File: src/rtl/spi_ctrl_pkg.sv
// Shared types and defaults for the SPI request arbiter.
package spi_ctrl_pkg;

  localparam int unsigned BYTE_W      = 8;
  localparam int unsigned DEF_NUM_REQ = 2;
  localparam int unsigned DEF_TIMEOUT = 255;

  typedef enum logic [1:0] {
    ST_IDLE,
    ST_START,
    ST_WAIT,
    ST_RESP
  } state_t;

endpackage

File: src/rtl/rr_arbiter.sv
// Combinational round-robin pick: first set request above last_grant, wrapping.
module rr_arbiter #(
  parameter  int unsigned NUM_REQ = 2,
  localparam int unsigned IDX_W   = $clog2(NUM_REQ)
) (
  input  logic [NUM_REQ-1:0] req,
  input  logic [IDX_W-1:0]   last_grant,
  output logic [IDX_W-1:0]   grant,
  output logic               any_req
);

  logic             w_found;
  logic [IDX_W-1:0] w_idx;

  assign any_req = |req;

  // Walk the requesters starting just after last_grant; the first hit wins.
  always_comb begin
    grant   = '0;
    w_found = 1'b0;
    w_idx   = '0;
    for (int unsigned k = 1; k <= NUM_REQ; k++) begin
      w_idx = IDX_W'((32'(last_grant) + k) % NUM_REQ);
      if (!w_found && req[w_idx]) begin
        grant   = w_idx;
        w_found = 1'b1;
      end
    end
  end

endmodule

File: src/rtl/spi_arbiter.sv
// Shares one SPI master among NUM_REQ byte requesters with round-robin
// grants, a done-edge detector and a WAIT timeout.
module spi_arbiter
  import spi_ctrl_pkg::*;
#(
  parameter int unsigned NUM_REQ = DEF_NUM_REQ,
  parameter int unsigned TIMEOUT = DEF_TIMEOUT
) (
  input  logic                      clk,
  input  logic                      rst,
  input  logic [NUM_REQ-1:0]        req,
  input  logic [BYTE_W*NUM_REQ-1:0] req_data,
  output logic [NUM_REQ-1:0]        ack,
  output logic [NUM_REQ-1:0]        rsp_valid,
  output logic [BYTE_W-1:0]         rsp_data,
  output logic                      rsp_timeout,
  output logic                      busy,
  output logic                      m_start,
  output logic [BYTE_W-1:0]         m_datain,
  input  logic                      m_done,
  input  logic [BYTE_W-1:0]         m_dataout
);

  localparam int unsigned IDX_W = $clog2(NUM_REQ);
  localparam int unsigned TMR_W = $clog2(TIMEOUT);

  state_t             r_state;
  state_t             w_state_nxt;
  logic [IDX_W-1:0]   r_grant;
  logic [IDX_W-1:0]   r_last_grant;
  logic [IDX_W-1:0]   w_grant;
  logic               w_any_req;
  logic [TMR_W-1:0]   r_timer;
  logic               r_done_q;
  logic               r_tflag;
  logic               w_done_edge;
  logic               w_timer_hit;
  logic [BYTE_W-1:0]  w_bytes [NUM_REQ];

  for (genvar g = 0; g < NUM_REQ; g++) begin : g_bytes
    assign w_bytes[g] = req_data[g*BYTE_W +: BYTE_W];
  end

  // A level-high m_done only counts once: it must have been low last cycle.
  assign w_done_edge = m_done & ~r_done_q;
  assign w_timer_hit = (r_timer == TMR_W'(TIMEOUT - 1));

  rr_arbiter #(.NUM_REQ(NUM_REQ)) u_rr (
    .req        (req),
    .last_grant (r_last_grant),
    .grant      (w_grant),
    .any_req    (w_any_req)
  );

  // State register.
  always_ff @(posedge clk or negedge rst) begin
    if (!rst) r_state <= ST_IDLE;
    else      r_state <= w_state_nxt;
  end

  // Next-state logic; a done edge takes priority over the timeout.
  always_comb begin
    w_state_nxt = r_state;
    case (r_state)
      ST_IDLE:  if (w_any_req) w_state_nxt = ST_START;
      ST_START: w_state_nxt = ST_WAIT;
      ST_WAIT:  if (w_done_edge || w_timer_hit) w_state_nxt = ST_RESP;
      ST_RESP:  w_state_nxt = ST_IDLE;
      default:  w_state_nxt = ST_IDLE;
    endcase
  end

  // Registered outputs, grant bookkeeping, timer and done-edge history.
  always_ff @(posedge clk or negedge rst) begin
    if (!rst) begin
      ack          <= '0;
      rsp_valid    <= '0;
      rsp_data     <= '0;
      rsp_timeout  <= 1'b0;
      busy         <= 1'b0;
      m_start      <= 1'b0;
      m_datain     <= '0;
      r_grant      <= '0;
      r_last_grant <= IDX_W'(NUM_REQ - 1);
      r_timer      <= '0;
      r_done_q     <= 1'b0;
      r_tflag      <= 1'b0;
    end else begin
      ack       <= '0;
      rsp_valid <= '0;
      m_start   <= 1'b0;
      r_done_q  <= m_done;
      busy      <= (w_state_nxt != ST_IDLE);
      case (r_state)
        ST_IDLE: begin
          if (w_any_req) begin
            r_grant  <= w_grant;
            m_datain <= w_bytes[w_grant];
            ack      <= NUM_REQ'(1) << w_grant;
          end
        end
        ST_START: begin
          m_start <= 1'b1;
          r_timer <= '0;
        end
        ST_WAIT: begin
          if (w_done_edge) begin
            rsp_data <= m_dataout;
            r_tflag  <= 1'b0;
          end else if (w_timer_hit) begin
            rsp_data <= '0;
            r_tflag  <= 1'b1;
          end else begin
            r_timer <= r_timer + TMR_W'(1);
          end
        end
        ST_RESP: begin
          rsp_valid    <= NUM_REQ'(1) << r_grant;
          rsp_timeout  <= r_tflag;
          r_last_grant <= r_grant;
        end
        default: ;
      endcase
    end
  end

endmodule

File: config.mk
export PLATFORM = sky130hd
export DESIGN_NAME = spi_arbiter
export DESIGN_NICKNAME = d
export VERILOG_FILES = /design/src/rtl/spi_ctrl_pkg.sv /design/src/rtl/rr_arbiter.sv /design/src/rtl/spi_arbiter.sv
export SDC_FILE = /design/constraint.sdc
export NUM_CORES = 1
export LEC_CHECK = 0
export CORE_ASPECT_RATIO = 0.5
export CORE_MARGIN = 3
export CORE_UTILIZATION = 45
export DETAILED_ROUTE_END_ITERATION = 8
export PLACE_DENSITY = 0.78
export SLEW_MARGIN = 20
export SYNTH_ARGS = -nofsm -noshare
export SYNTH_HDL_FRONTEND = slang
export SYNTH_SLANG_ARGS = --single-unit
File: constraint.sdc
create_clock -name clk -period 1.9 [get_ports clk]
set_input_delay 0.38 -clock clk [delete_from_list [all_inputs] [get_ports clk]]
set_output_delay 0.38 -clock clk [all_outputs]
set_load 0.03 [all_outputs]
======== After elaboration in Yosys (flattened, before gate mapping) ========
Index checks and enable logic that the tools add are counted.
word-level totals
  flip-flop bits (word level) ............. 37
  latch bits .............................. 0
  RAM bits ................................ 0
  memory bits (read-only) ................. 0
  bits of input ports ..................... 29
  word-level logic and storage cells ...... 65
  memories kept ........................... 0
operators by class
  add/sub/neg operators ................... 3
  multiply operators ...................... 0
  divide/modulo/power cells ............... 0
  $lt $le $gt $ge ......................... 3
  equal/unequal tests ..................... 6
  shift-type cells ........................ 2
  multiplexer cells ....................... 24
  bitwise gates (word level) .............. 3
  reductions and logical operators ........ 11
operators by type and width
  operator                                                                       number
  8-bit two-way mux                                                              7
  8-bit one-hot mux with 2 select lines                                          1
  1-bit two-way mux                                                              10
  2-bit two-way mux                                                              5
  8-bit by 1-bit adder with 8-bit output (second input constant)                 1
  8-bit equality test (second input constant)                                    1
  2-bit one-hot mux with 4 select lines                                          1
  2-bit nonzero test                                                             3
  2-bit equality test (second input constant)                                    2
  1-bit by 2-bit less-than comparator with 1-bit output (second input constant)  2
  2-bit != test (second input constant)                                          2
  2-bit AND reduction                                                            2
  1-bit by 1-bit left shift with 2-bit output (first input constant)             2
  3-bit AND reduction                                                            1
  1-bit adder (second input constant)                                            2
  2-bit by 1-bit equality test with 1-bit output (second input constant)         1
  2-bit >= comparator (second input constant)                                    1
  2-bit zero test                                                                1
  1-bit NOT with 2-bit output                                                    1
  2-bit OR reduction                                                             1
  1-bit AND                                                                      1
  1-bit logical AND                                                              1
  1-bit zero test                                                                1
  1-bit logical OR                                                               1
  1-bit NOT                                                                      1

======== Longest topological paths before layout ========
  depth in word-level cells ............... 11
  gate-level depth with buffers ........... 7
  mapped depth without buffers ............ 6

======== Modules after synthesis ========
A second synthesis with hierarchy kept.
second synthesis, totals
  cell total of the unflattened synthesis .. 152
  area, all modules ....................... 1672.9 µm²
modules (own cells, without submodules)
  module       times used  cells each  area each (µm²)  sequential area each (µm²)
  spi_arbiter  1           150         1659.1           927.1
  rr_arbiter   1           2           13.8             0.0

======== Least setup slack after synthesis ========
OpenSTA, ideal clock, no wires.
  kind .................................... reg-to-reg
  start ................................... reg r_state[0]
  end ..................................... reg r_timer[5]
  library setup time ...................... 87 ps
  arrival ................................. 1594 ps
  required time ........................... 1813 ps
  setup slack ............................. 220 ps
  stages on the path, launching flop included .. 8
  path through ............................ dfrtp_1 > inv_1 > ha_1 > buf_4 > and4_2 > a211oi_1 > nand4b_1 > o211ai_1
on the way
  cells in the longest elaborated chain, start to end .. 3
ends and longest elaborated chain
  item                                                                                   RTL line            text
  start: declaration                                                                     spi_arbiter.sv:27   state_t r_state;
  start signal: assignment                                                               spi_arbiter.sv:58   else r_state <= w_state_nxt;
  2-bit equality test or 2-bit by 1-bit equality test with 1-bit output (tied branches)  spi_arbiter.sv:94   case (r_state)
  2-bit != test (no source line) or 2-bit nonzero test (tied branches)                   --
  3-bit AND reduction (no source line)                                                   --
  end signal: assignment                                                                 spi_arbiter.sv:114  r_timer <= r_timer + TMR_W'(1);
  end: declaration                                                                       spi_arbiter.sv:33   logic [TMR_W-1:0] r_timer;
Parallel ways exist; a longest one is shown, timed or not.
A chain may end at the register's enable or synchronous reset.

======== Worst setup path in the final report ========
  start ................................... reg m_datain[3]
  end ..................................... out m_datain[3]
RTL lines
  item                      RTL line           text
  start: declaration        spi_arbiter.sv:19  output logic [BYTE_W-1:0] m_datain,
  start signal: assignment  spi_arbiter.sv:98  m_datain <= w_bytes[w_grant];
No word-level cell between the ends.

==> results.md <==
* # rows at 14
* Hold buffers post-CTS at 0
* Top Family by Delay on Critical Path: buffers and inverters
* Slowest stage delay, CP at 0.67 ns
* Post-cts resize count at 0
* Hold crit path type: primary input to asynchronous set/reset pin
* Nets at between 200 and 250
* Yosys warnings at 0
* Clk Latency, worst-skew pair at 0.29 ns
* Type of origin of the critical path: flip-flop
* Die width at 90.93 µm
* Initial Utilization at 0.5035
* Final Cycle Share at 0.9041
* Mapped Avg Cell Area at 11.85 µm²
* Num CTS Buffers at 5
* First-pass GRT wire length at 6037 µm
* WS Path Type: flip-flop to primary output
* Via/cell ratio at 5.320
* Crit path DAT at 1.34 ns
* Final setup violation count at 0
* Reg-to-reg endpoint: r_timer[7]
* CP Capture Point: m_datain[3]
* Clk root buf: clkbuf_8
* Area Growth Syn to Fin at 42.10%
* Routed WL per cell at about 15 µm
* Detailed placement HPWL at 2561 µm
* Final hold violations at 0
* Initial antenna violation count at 0
* H-tree depth at 2
* Worst Setup SP: m_datain[3]
* Total Die Area at 0.004407 mm²
* Register area share after synthesis at 0.5713
* CTS Buffer Depth at 2
* DRT Pass-1 Iters at 6
* Total Routing Usage GR at 0.1735
* Internal power at 2.289 mW
* I/O Buffers at 51
* Clock sinks at 37
* Most common cell after layout, fill and taps aside: clkdlybuf4s50_1
* Sw Share at 0.3874
* Peak VDD IR at 0.6983 mV
* Reg-to-Reg Start: r_state[0]
* RSZ-0062 raised after global routing: false
* Commonest cells after routing, fill and taps aside: 50 x clkdlybuf4s50_1, 36 x dfrtp_1, 17 x inv_1
* Outcome: completed
* Critical-path cell list: clkdlybuf4s50_1
* Die height at between 40 and 50 µm
* Worst-path maximum fanout at 2
* Sequential power share at 0.336
* CP Depth at 1
* Iteration-0 DRC Markers at 66
* Reg clk slew, reported paths at 0.08 ns
* Pleak at 1.062 nW
* Worst EP required at between 1.5 and 2 ns
* Crit end category: primary output
* Drc violations at 0
* Fillcell total at 240
* Worst Clk Skew at 0.006012 ns
* Max Cap Viol at 0
* Routed Antenna Nets at 0
* Dpl cells at 236
* Grt total ovfl at 0
* Switching power at roughly 1.4 mW
* Vias in the first global route at 1236
* Vias at 1298
* Power share of the clock group at 0.192
* Post-placement setup slack at 0.06436 ns
* Min cycle time layout at 1.718 ns
* Worst-Margin Slew at 0.4632 ns
* Hold WS at 0.1203 ns
* Setup WS post-layout at 0.1821 ns
* Syn_nets at 172
* Register bit total from synthesis at 37
* Combinational share of power at 0.472
* Core region area at 0.003223 mm²
* Fmax achieved at 582.1 MHz
* Max-slew violations at 0
* Post-Syn Instances at ~140
* Final Non-Filler Cells at between 200 and 250
* Layout cells sized above 1 at 0.1173
* FF-to-FF path depth at 6
* Synthesized cell area at 0.001623 mm²
* Bufs and invs on worst path at 1
* PwrDens at approximately 1600 mW/mm²
* TritonCTS clock tree: done
* Largest net degree at the start of global routing at 38
* Post-CTS Repair Setup Buffers at 0
* Final core occ at 0.7155
* Top Ports at 52
* Ant diodes at 0
* GPL Wtd Cong at 0.8417
* Max-slew headroom at 0.6912
* Reg2Reg Setup Slack at 0.21 ns
* Slowest-stage cell, CP: clkdlybuf4s50_1
* Total Routed Length at 3671 µm
* Setup total negative slack at 0 ns
* Yosys cell types at 37
==> through the flow <==
stage | instance area, µm² | power (mW)
3_3_place_gp | 2183 | 2.968
5_1_grt | 2306 | 3.945
2_1_floorplan | 1623 | 2.319
6_report | 2306 | 3.737
3_5_place_dp | 2183 | 3.028
4_1_cts | 2303 | 3.756
==> how the worst min path moves through the flow <==
stage                   end  cells past startpoint    start  slack (ns)
6_report         r_timer[2]                      2      rst        0.12
3_3_place_gp   rsp_valid[0]                      1  r_grant        0.43
2_1_floorplan        ack[0]                      0      rst        0.08
3_5_place_dp   rsp_valid[0]                      1  r_grant        0.44
4_1_cts         rsp_data[7]                      2      rst        0.13
5_1_grt            r_done_q                      2      rst        0.17
==> layout make-up <==
cell class / count / area [µm²] / area share
Sequential cell: 37 / 927.1 / 0.4021
Multi-Input combinational cell: 79 / 599.3 / 0.2599
Timing Repair Buffer: 55 / 535.5 / 0.2322
Clock buffer: 6 / 82.58 / 0.03581
Inverter: 17 / 63.81 / 0.02767
Tap cell: 48 / 60.06 / 0.02604
Clock inverter: 2 / 37.54 / 0.01628
==> cell usage after synthesis (all sizes together) <==
master / number / share of area
and3b: 1 / 0.0054
nand4: 1 / 0.0039
dfrtp: 36 / 0.56
mux2: 1 / 0.0069
nor2: 2 / 0.0046
a21oi: 6 / 0.023
nand3: 1 / 0.0031
and4: 2 / 0.012
a211oi: 2 / 0.017
nand2b: 2 / 0.012
o21ai: 7 / 0.022
and2b: 1 / 0.0054
mux2i: 1 / 0.0062
and2: 1 / 0.0039
a222oi: 8 / 0.049
nand4b: 2 / 0.011
nor2b: 1 / 0.0039
ha: 6 / 0.046
a22o: 8 / 0.043
o211ai: 2 / 0.0092
a211o: 1 / 0.0062
nand2: 12 / 0.028
a21o: 1 / 0.0046
buf: 4 / 0.022
a41oi: 1 / 0.0054
and3: 5 / 0.019
dfstp: 1 / 0.016
o21bai: 2 / 0.0092
a31oi: 2 / 0.0077
inv: 17 / 0.039
==> registers in the layout, summed over array words and instances, names as in the netlist <==
register      count
m_datain          8
r_last_grant      1
r_tflag           1
r_done_q          1
busy              1
rsp_timeout       1
rsp_data          8
r_grant           1
ack               2
r_state           2
m_start           1
rsp_valid         2
r_timer           8
==> kinds of logic after synthesis <==
logic type	Yosys count	synth area share
buffers and inverters	21	0.06091
AOI/OAI and AO/OA	40	0.1966
adders and majority gates	6	0.04626
and+or+nand+nor	31	0.1118
DFF	37	0.5713
muxes	2	0.01311
==> layer usage <==
metal  vias up  GRT usage  routed length [µm]
met1       621     0.2284                1663
li1        612          -                   -
met5         -          0                   0
met4         0    0.05250                  36
met2        61     0.2753                1698
met3         4    0.05728                 273
==> power groups by stage <==
stage	clock network [mW]	logic, mW	registers (mW)
floorplan	0	0.642	1.68
global placement	0	1.72	1.25
detailed placement	0	1.77	1.26
CTS	0.732	1.77	1.25
global route	0.763	1.89	1.29
finish	0.719	1.76	1.25
Note: power is estimated with default switching activity, not from simulation.
